File: config.mk
export PLATFORM = sky130hd
export DESIGN_NAME = tagged_delay_line
export DESIGN_NICKNAME = d
export VERILOG_FILES = /design/src/rtl/tdl_pkg.sv /design/src/rtl/tdl_cfg_ctrl.sv /design/src/rtl/tagged_delay_line.sv
export SDC_FILE = /design/constraint.sdc
export NUM_CORES = 1
export LEC_CHECK = 0
export ABC_AREA = 1
export ABC_CLOCK_PERIOD_IN_PS = 19900
export BUFFER_PORTS_ARGS = -buffer_cell sky130_fd_sc_hd__buf_2
export CORE_ASPECT_RATIO = 0.6
export CORE_UTILIZATION = 30
export CTS_CLUSTER_DIAMETER = 50
export DETAILED_ROUTE_END_ITERATION = 7
export HOLD_SLACK_MARGIN = 0.15
export SLEW_MARGIN = 30
export SYNTH_ARGS = -nofsm -noshare
export SYNTH_HDL_FRONTEND = slang
export SYNTH_SLANG_ARGS = --single-unit
File: constraint.sdc
create_clock -name clk -period 19.9 [get_ports clk]
set_input_delay 1.99 -clock clk [delete_from_list [all_inputs] [get_ports clk]]
set_output_delay 1.99 -clock clk [all_outputs]
set_load 0.02 [all_outputs]
File: src/rtl/tdl_pkg.sv
// Shared definitions for the tagged delay line: delay-field width, FSM encoding, lane helper.
`ifndef TDL_LANE
`define TDL_LANE(bus, idx, w) bus[(idx)*(w) +: (w)]
`endif

package tdl_pkg;

    function automatic int tdl_dly_w(input int max_delay);
        return $clog2(max_delay + 1);
    endfunction

    typedef enum logic {
        ST_RUN   = 1'b0,
        ST_DRAIN = 1'b1
    } tdl_state_e;

endpackage

File: src/rtl/tdl_cfg_ctrl.sv
// Delay-change control: applies legal requests directly when idle, otherwise drains first.
module tdl_cfg_ctrl
    import tdl_pkg::*;
#(
    parameter int MAX_DELAY = 22,
    parameter int DLY_W     = tdl_dly_w(MAX_DELAY)
) (
    input  logic             clk_i,
    input  logic             rst_ni,
    input  logic             en_i,
    input  logic             flush_i,
    input  logic             cfg_valid_i,
    input  logic [DLY_W-1:0] cfg_delay_i,
    input  logic             any_valid_i,
    output logic [DLY_W-1:0] cur_delay_o,
    output logic             cfg_err_o,
    output logic             din_ready_o,
    output tdl_state_e       state_o
);
    tdl_state_e       state_q;
    logic [DLY_W-1:0] cur_delay_q;
    logic [DLY_W-1:0] pend_q;
    logic             cfg_err_q;
    logic             cfg_legal;

    assign cfg_legal = (cfg_delay_i != '0) && (cfg_delay_i <= DLY_W'(MAX_DELAY));

    // A flush empties the pipeline, so a pending change can land at once and
    // a simultaneous request in RUN is treated as if the line were idle.
    always_ff @(posedge clk_i) begin
        if (!rst_ni) begin
            state_q     <= ST_RUN;
            cur_delay_q <= DLY_W'(MAX_DELAY);
            pend_q      <= '0;
            cfg_err_q   <= 1'b0;
        end else begin
            cfg_err_q <= 1'b0;
            if (flush_i && state_q == ST_DRAIN) begin
                cur_delay_q <= pend_q;
                state_q     <= ST_RUN;
                if (en_i && cfg_valid_i) cfg_err_q <= 1'b1;
            end else if (en_i) begin
                if (state_q == ST_RUN) begin
                    if (cfg_valid_i) begin
                        if (!cfg_legal) begin
                            cfg_err_q <= 1'b1;
                        end else if (any_valid_i && !flush_i) begin
                            pend_q  <= cfg_delay_i;
                            state_q <= ST_DRAIN;
                        end else begin
                            cur_delay_q <= cfg_delay_i;
                        end
                    end
                end else begin
                    if (cfg_valid_i) cfg_err_q <= 1'b1;
                    if (!any_valid_i) begin
                        cur_delay_q <= pend_q;
                        state_q     <= ST_RUN;
                    end
                end
            end
        end
    end

    assign cur_delay_o = cur_delay_q;
    assign cfg_err_o   = cfg_err_q;
    assign state_o     = state_q;
    assign din_ready_o = (state_q == ST_RUN) & en_i & ~flush_i;

endmodule

File: src/rtl/tagged_delay_line.sv
// Runtime-programmable, valid-tagged multi-lane delay line (1..MAX_DELAY cycles).
// Define TDL_ZERO_FILL_EN to force dout to zero whenever dout_valid is low.
module tagged_delay_line
    import tdl_pkg::*;
#(
    parameter int  DATA_LENGTH = 8,
    parameter int  CHANNELS    = 4,
    parameter int  MAX_DELAY   = 22,
    localparam int DLY_W       = tdl_dly_w(MAX_DELAY),
    localparam int W           = CHANNELS * DATA_LENGTH
) (
    input  logic             clk,
    input  logic             rst_n,
    input  logic             en,
    input  logic [W-1:0]     din,
    input  logic             din_valid,
    output logic             din_ready,
    input  logic             cfg_valid,
    input  logic [DLY_W-1:0] cfg_delay,
    output logic             cfg_err,
    input  logic             flush,
    output logic [W-1:0]     dout,
    output logic             dout_valid,
    output logic [DLY_W-1:0] cur_delay,
    output logic             busy
);
    logic [W-1:0]       data_q [1:MAX_DELAY];
    logic [MAX_DELAY:1] vld_q;
    logic [MAX_DELAY:1] tap_mask;
    logic [W-1:0]       tap_data;
    logic               tap_vld;
    logic               any_valid;
    logic               accept;
    tdl_state_e         ctrl_state;

    tdl_cfg_ctrl #(
        .MAX_DELAY(MAX_DELAY),
        .DLY_W    (DLY_W)
    ) u_ctrl (
        .clk_i      (clk),
        .rst_ni     (rst_n),
        .en_i       (en),
        .flush_i    (flush),
        .cfg_valid_i(cfg_valid),
        .cfg_delay_i(cfg_delay),
        .any_valid_i(any_valid),
        .cur_delay_o(cur_delay),
        .cfg_err_o  (cfg_err),
        .din_ready_o(din_ready),
        .state_o    (ctrl_state)
    );

    assign accept = din_valid & din_ready;

    // tap_mask marks the stages inside the active window 1..cur_delay.
    always_comb begin
        tap_mask = '0;
        tap_data = '0;
        tap_vld  = 1'b0;
        for (int k = 1; k <= MAX_DELAY; k++) begin
            tap_mask[k] = (DLY_W'(k) <= cur_delay);
            if (DLY_W'(k) == cur_delay) begin
                tap_data = data_q[k];
                tap_vld  = vld_q[k];
            end
        end
    end

    assign any_valid = |(vld_q & tap_mask);
    assign busy      = any_valid | (ctrl_state == ST_DRAIN);

    // Data always shifts on enable; only the valid tags are windowed and flushed.
    always_ff @(posedge clk) begin
        if (!rst_n) begin
            vld_q <= '0;
            for (int k = 1; k <= MAX_DELAY; k++) data_q[k] <= '0;
        end else begin
            if (en) begin
                data_q[1] <= din;
                for (int k = 2; k <= MAX_DELAY; k++) data_q[k] <= data_q[k-1];
            end
            if (flush) begin
                vld_q <= '0;
            end else if (en) begin
                vld_q <= {vld_q[MAX_DELAY-1:1], accept} & tap_mask;
            end
        end
    end

    assign dout_valid = tap_vld;

    for (genvar g = 0; g < CHANNELS; g++) begin : g_lane
`ifdef TDL_ZERO_FILL_EN
        assign `TDL_LANE(dout, g, DATA_LENGTH) = tap_vld ? `TDL_LANE(tap_data, g, DATA_LENGTH) : '0;
`else
        assign `TDL_LANE(dout, g, DATA_LENGTH) = `TDL_LANE(tap_data, g, DATA_LENGTH);
`endif
    end

endmodule

==> summary.md <==
| Metric | Value |
|---|---|
| Root Buffer | `clkbuf_16` |
| Via Count | `23,400` |
| Worst vdd ir | `0.0730 mV` |
| Tcrit/Tclk final | `31.7%` |
| PD cells | `91.5 nW/µm²` |
| Syn nets | `3,739` |
| Ports | `84` |
| Longest Clk Path Bufs | `3` |
| Most frequent cells in the layout | `nor2_1, inv_1, edfxtp_1, nand2_1, nand4_1` |
| Synth Area per Inst | `9.17 µm²` |
| Area leader, netlist | `edfxtp_1` |
| Final Total Pwr | `3.50 mW` |
| Worst setup path class | `flip-flop to output port` |
| Vias in the first global route | `22,900` |
| Hold buffers post-CTS | `0` |
| DRC viols | `2` |
| Leak | `15.0 nW` |
| Max Cap Viol | `0` |
| Share of cells above drive strength 1 | `6.89%` |
| Fmax | `159 MHz` |
| Final core occ | `34.1%` |
| Setup violators final | `0` |
| P&R area growth vs syn | `12.8%` |
| Total CTS buffers | `71` |
| CTS H-tree lvls | `3` |
| Largest net degree at the start of global routing | `189` |
| Post-Place Setup Slack | `13,350 ps` |
| Total congestion overflow | `0` |
| Final hold violation count | `0` |
| Worst setup SP type | `flip-flop` |
| Core box area | `112,000 µm²` |
| #FFs+latches synth | `738` |
| Setup slack after layout | `13,590 ps` |
| Crit-path slowest cell | `dfxtp_1` |
| Worst-path maximum fanout | `32` |
| Asr flop ratio synth | `0%` |
| Gp weighted congestion | `0.817` |
| Cell variety after synth | `34` |
| Setup repair after global routing missed its margin | `no` |
| Crit-path cells | `inv_2, nor2_2, nand2_2, inv_1, buf_4, nand2_1, nand2_1, nand3_1, nand2_1, nand3_1, nor2_1, nand3_1, nand2_1, nand4_1, buf_2` |
| Prevailing post-synth register cell | `edfxtp_1` |
| Top post-synthesis cells by area | `edfxtp_1, nor2_1, inv_1` |
| Avg WL per Cell | `14.4 µm` |
| Critical path required time | `17,910 ps` |
| Layout Skew | `19.7 ps` |
| Vias per cell | `4.44` |
| HPWL after DPL | `48.0 mm` |
| Post-synth EDFFs | `704` |
| Yosys top cell area share | `62.4%` |
| Failing checks | `DRC` |
| CTS Sinks | `738` |
| Post-synthesis cell area | `33,900 µm²` |
| CTS tree | `built` |
| First-pass GRT wire length | `125 mm` |
| Max-slew headroom | `37.9%` |
| WL final | `75.9 mm` |
| Hold Path Class | `flip-flop to flip-flop` |
| Clock latency on the worst-skew pair | `620 ps` |
| Final min period | `6310 ps` |
| Post-CTS setup buffer count | `0` |
| Layout Nets | `3,761` |
| Buffers on Ports | `83` |
| Measured slew at the worst slew-check pin | `932 ps` |
| Initial Util | `30.3%` |
| Cells after Synth | `3,696` |
| Final Max Tran Viols | `0` |
| Post-route ant nets | `0` |
| Die height | `262 µm` |
| FILL cells | `11,500` |
| Die area | `114,000 µm²` |
| Endpoint class of the critical path | `output port` |
| Slowest cell delay on critical path | `730 ps` |
| Status | `finished, violations left` |
| Post-cts sizing count | `0` |
| Yosys warning count | `0` |
| # rows | `95` |
| Final setup TNS | `0 ps` |
| Register area share after synthesis | `64.4%` |
| Starting DRC count in detailed routing | `2,058` |
| Top cell by count, worst path | `nand2_1` |
| Drt pass-1 iters | `7` |
| Clock-pin slew of the registers on the worst-case setup and hold paths | `60 ps` |
| Antenna violations before repair | `1` |
| CP Data Arrival Time | `4320 ps` |
| Chip width | `436 µm` |
| Commonest non-fill, non-tap cell in the layout | `nor2_1` |
| Total GRT Usage | `13.4%` |
## synth_stat cells (2+ instances only)
library cell  count
o311ai_1          2
edfxtp_1        704
nand2_2           6
clkbuf_1        142
a211oi_1          5
buf_1             6
nand2_1         681
buf_4             2
nand3_1          97
buf_2            17
clkinv_1          3
nor2_1          825
inv_2             7
nor3_1           22
nor3_2            6
nand4_1         135
nor2_4            4
o21ai_0          92
nor2_2            3
o21ai_1           2
a21oi_1         121
dfxtp_1          34
inv_1           768
nor4_1            2
## layout make-up
cell class              instances  area, µm²  area share, %
repair buffers                118        769           2.01
inverters                     778       2920           7.64
diodes                          1       2.50        0.00654
well taps                    1503       1880           4.92
flip-flops and latches        738      21800           57.1
multi-input cells            2011       8560           22.4
clock inverters                39        372          0.972
clock buffers                  89       1910           4.99
## power breakdown
part	internal, mW	switching [mW]	total [mW]
sequential	1.80	0.0435	1.84
combinational	0.0727	0.217	0.290
clock	0.773	0.594	1.37
## per-layer routing
layer	GRT usage (%)	wire (µm)	vias to the layer above
li1	-	-	11600
met1	19.7	37100	11200
met2	20.8	33800	465
met3	2.13	3570	92
met4	2.78	1350	0
met5	0	0	-
## worst max-delay path: cells and delay by family, from the launching register on
family,cells,cell delay [ps]
simple gates,11,2110
buf+inv,4,830
flops,1,730
## sequential cells by signal (all words and copies together) (netlist names)
register	cells
data_q	704
u_ctrl.cur_delay_o	5
vld_q	22
u_ctrl.cfg_err_o	1
u_ctrl.state_o	1
u_ctrl.pend_q	5
## cells by family after synthesis
logic type      synth area share (%)
simple gates                    21.5
compound gates                  3.47
flops                           64.4
buf+inv                         10.6
## path summary, 6_finish.rpt
check	startpoint	end	slack, ps	cells after the start
hold reg to reg	u_ctrl.pend_q[4]	u_ctrl.pend_q[4]	460	2
hold / removal	u_ctrl.pend_q[4]	u_ctrl.pend_q[4]	460	2
setup reg to reg	u_ctrl.cur_delay_o[0]	u_ctrl.cur_delay_o[1]	16420	16
setup / recovery	u_ctrl.cur_delay_o[1]	dout[31]	13590	15
## metrics by stage
stage | instance area (µm²) | hold WS (ps) | instances
2_1_floorplan | 33900 | 437 | 3696
3_3_place_gp | 35900 | 452 | 5146
3_5_place_dp | 35900 | 454 | 5147
4_1_cts | 38200 | 464 | 5275
5_1_grt | 38200 | 473 | 5277
6_report | 38200 | 464 | 5277
Power figures use the tool's default switching activity.
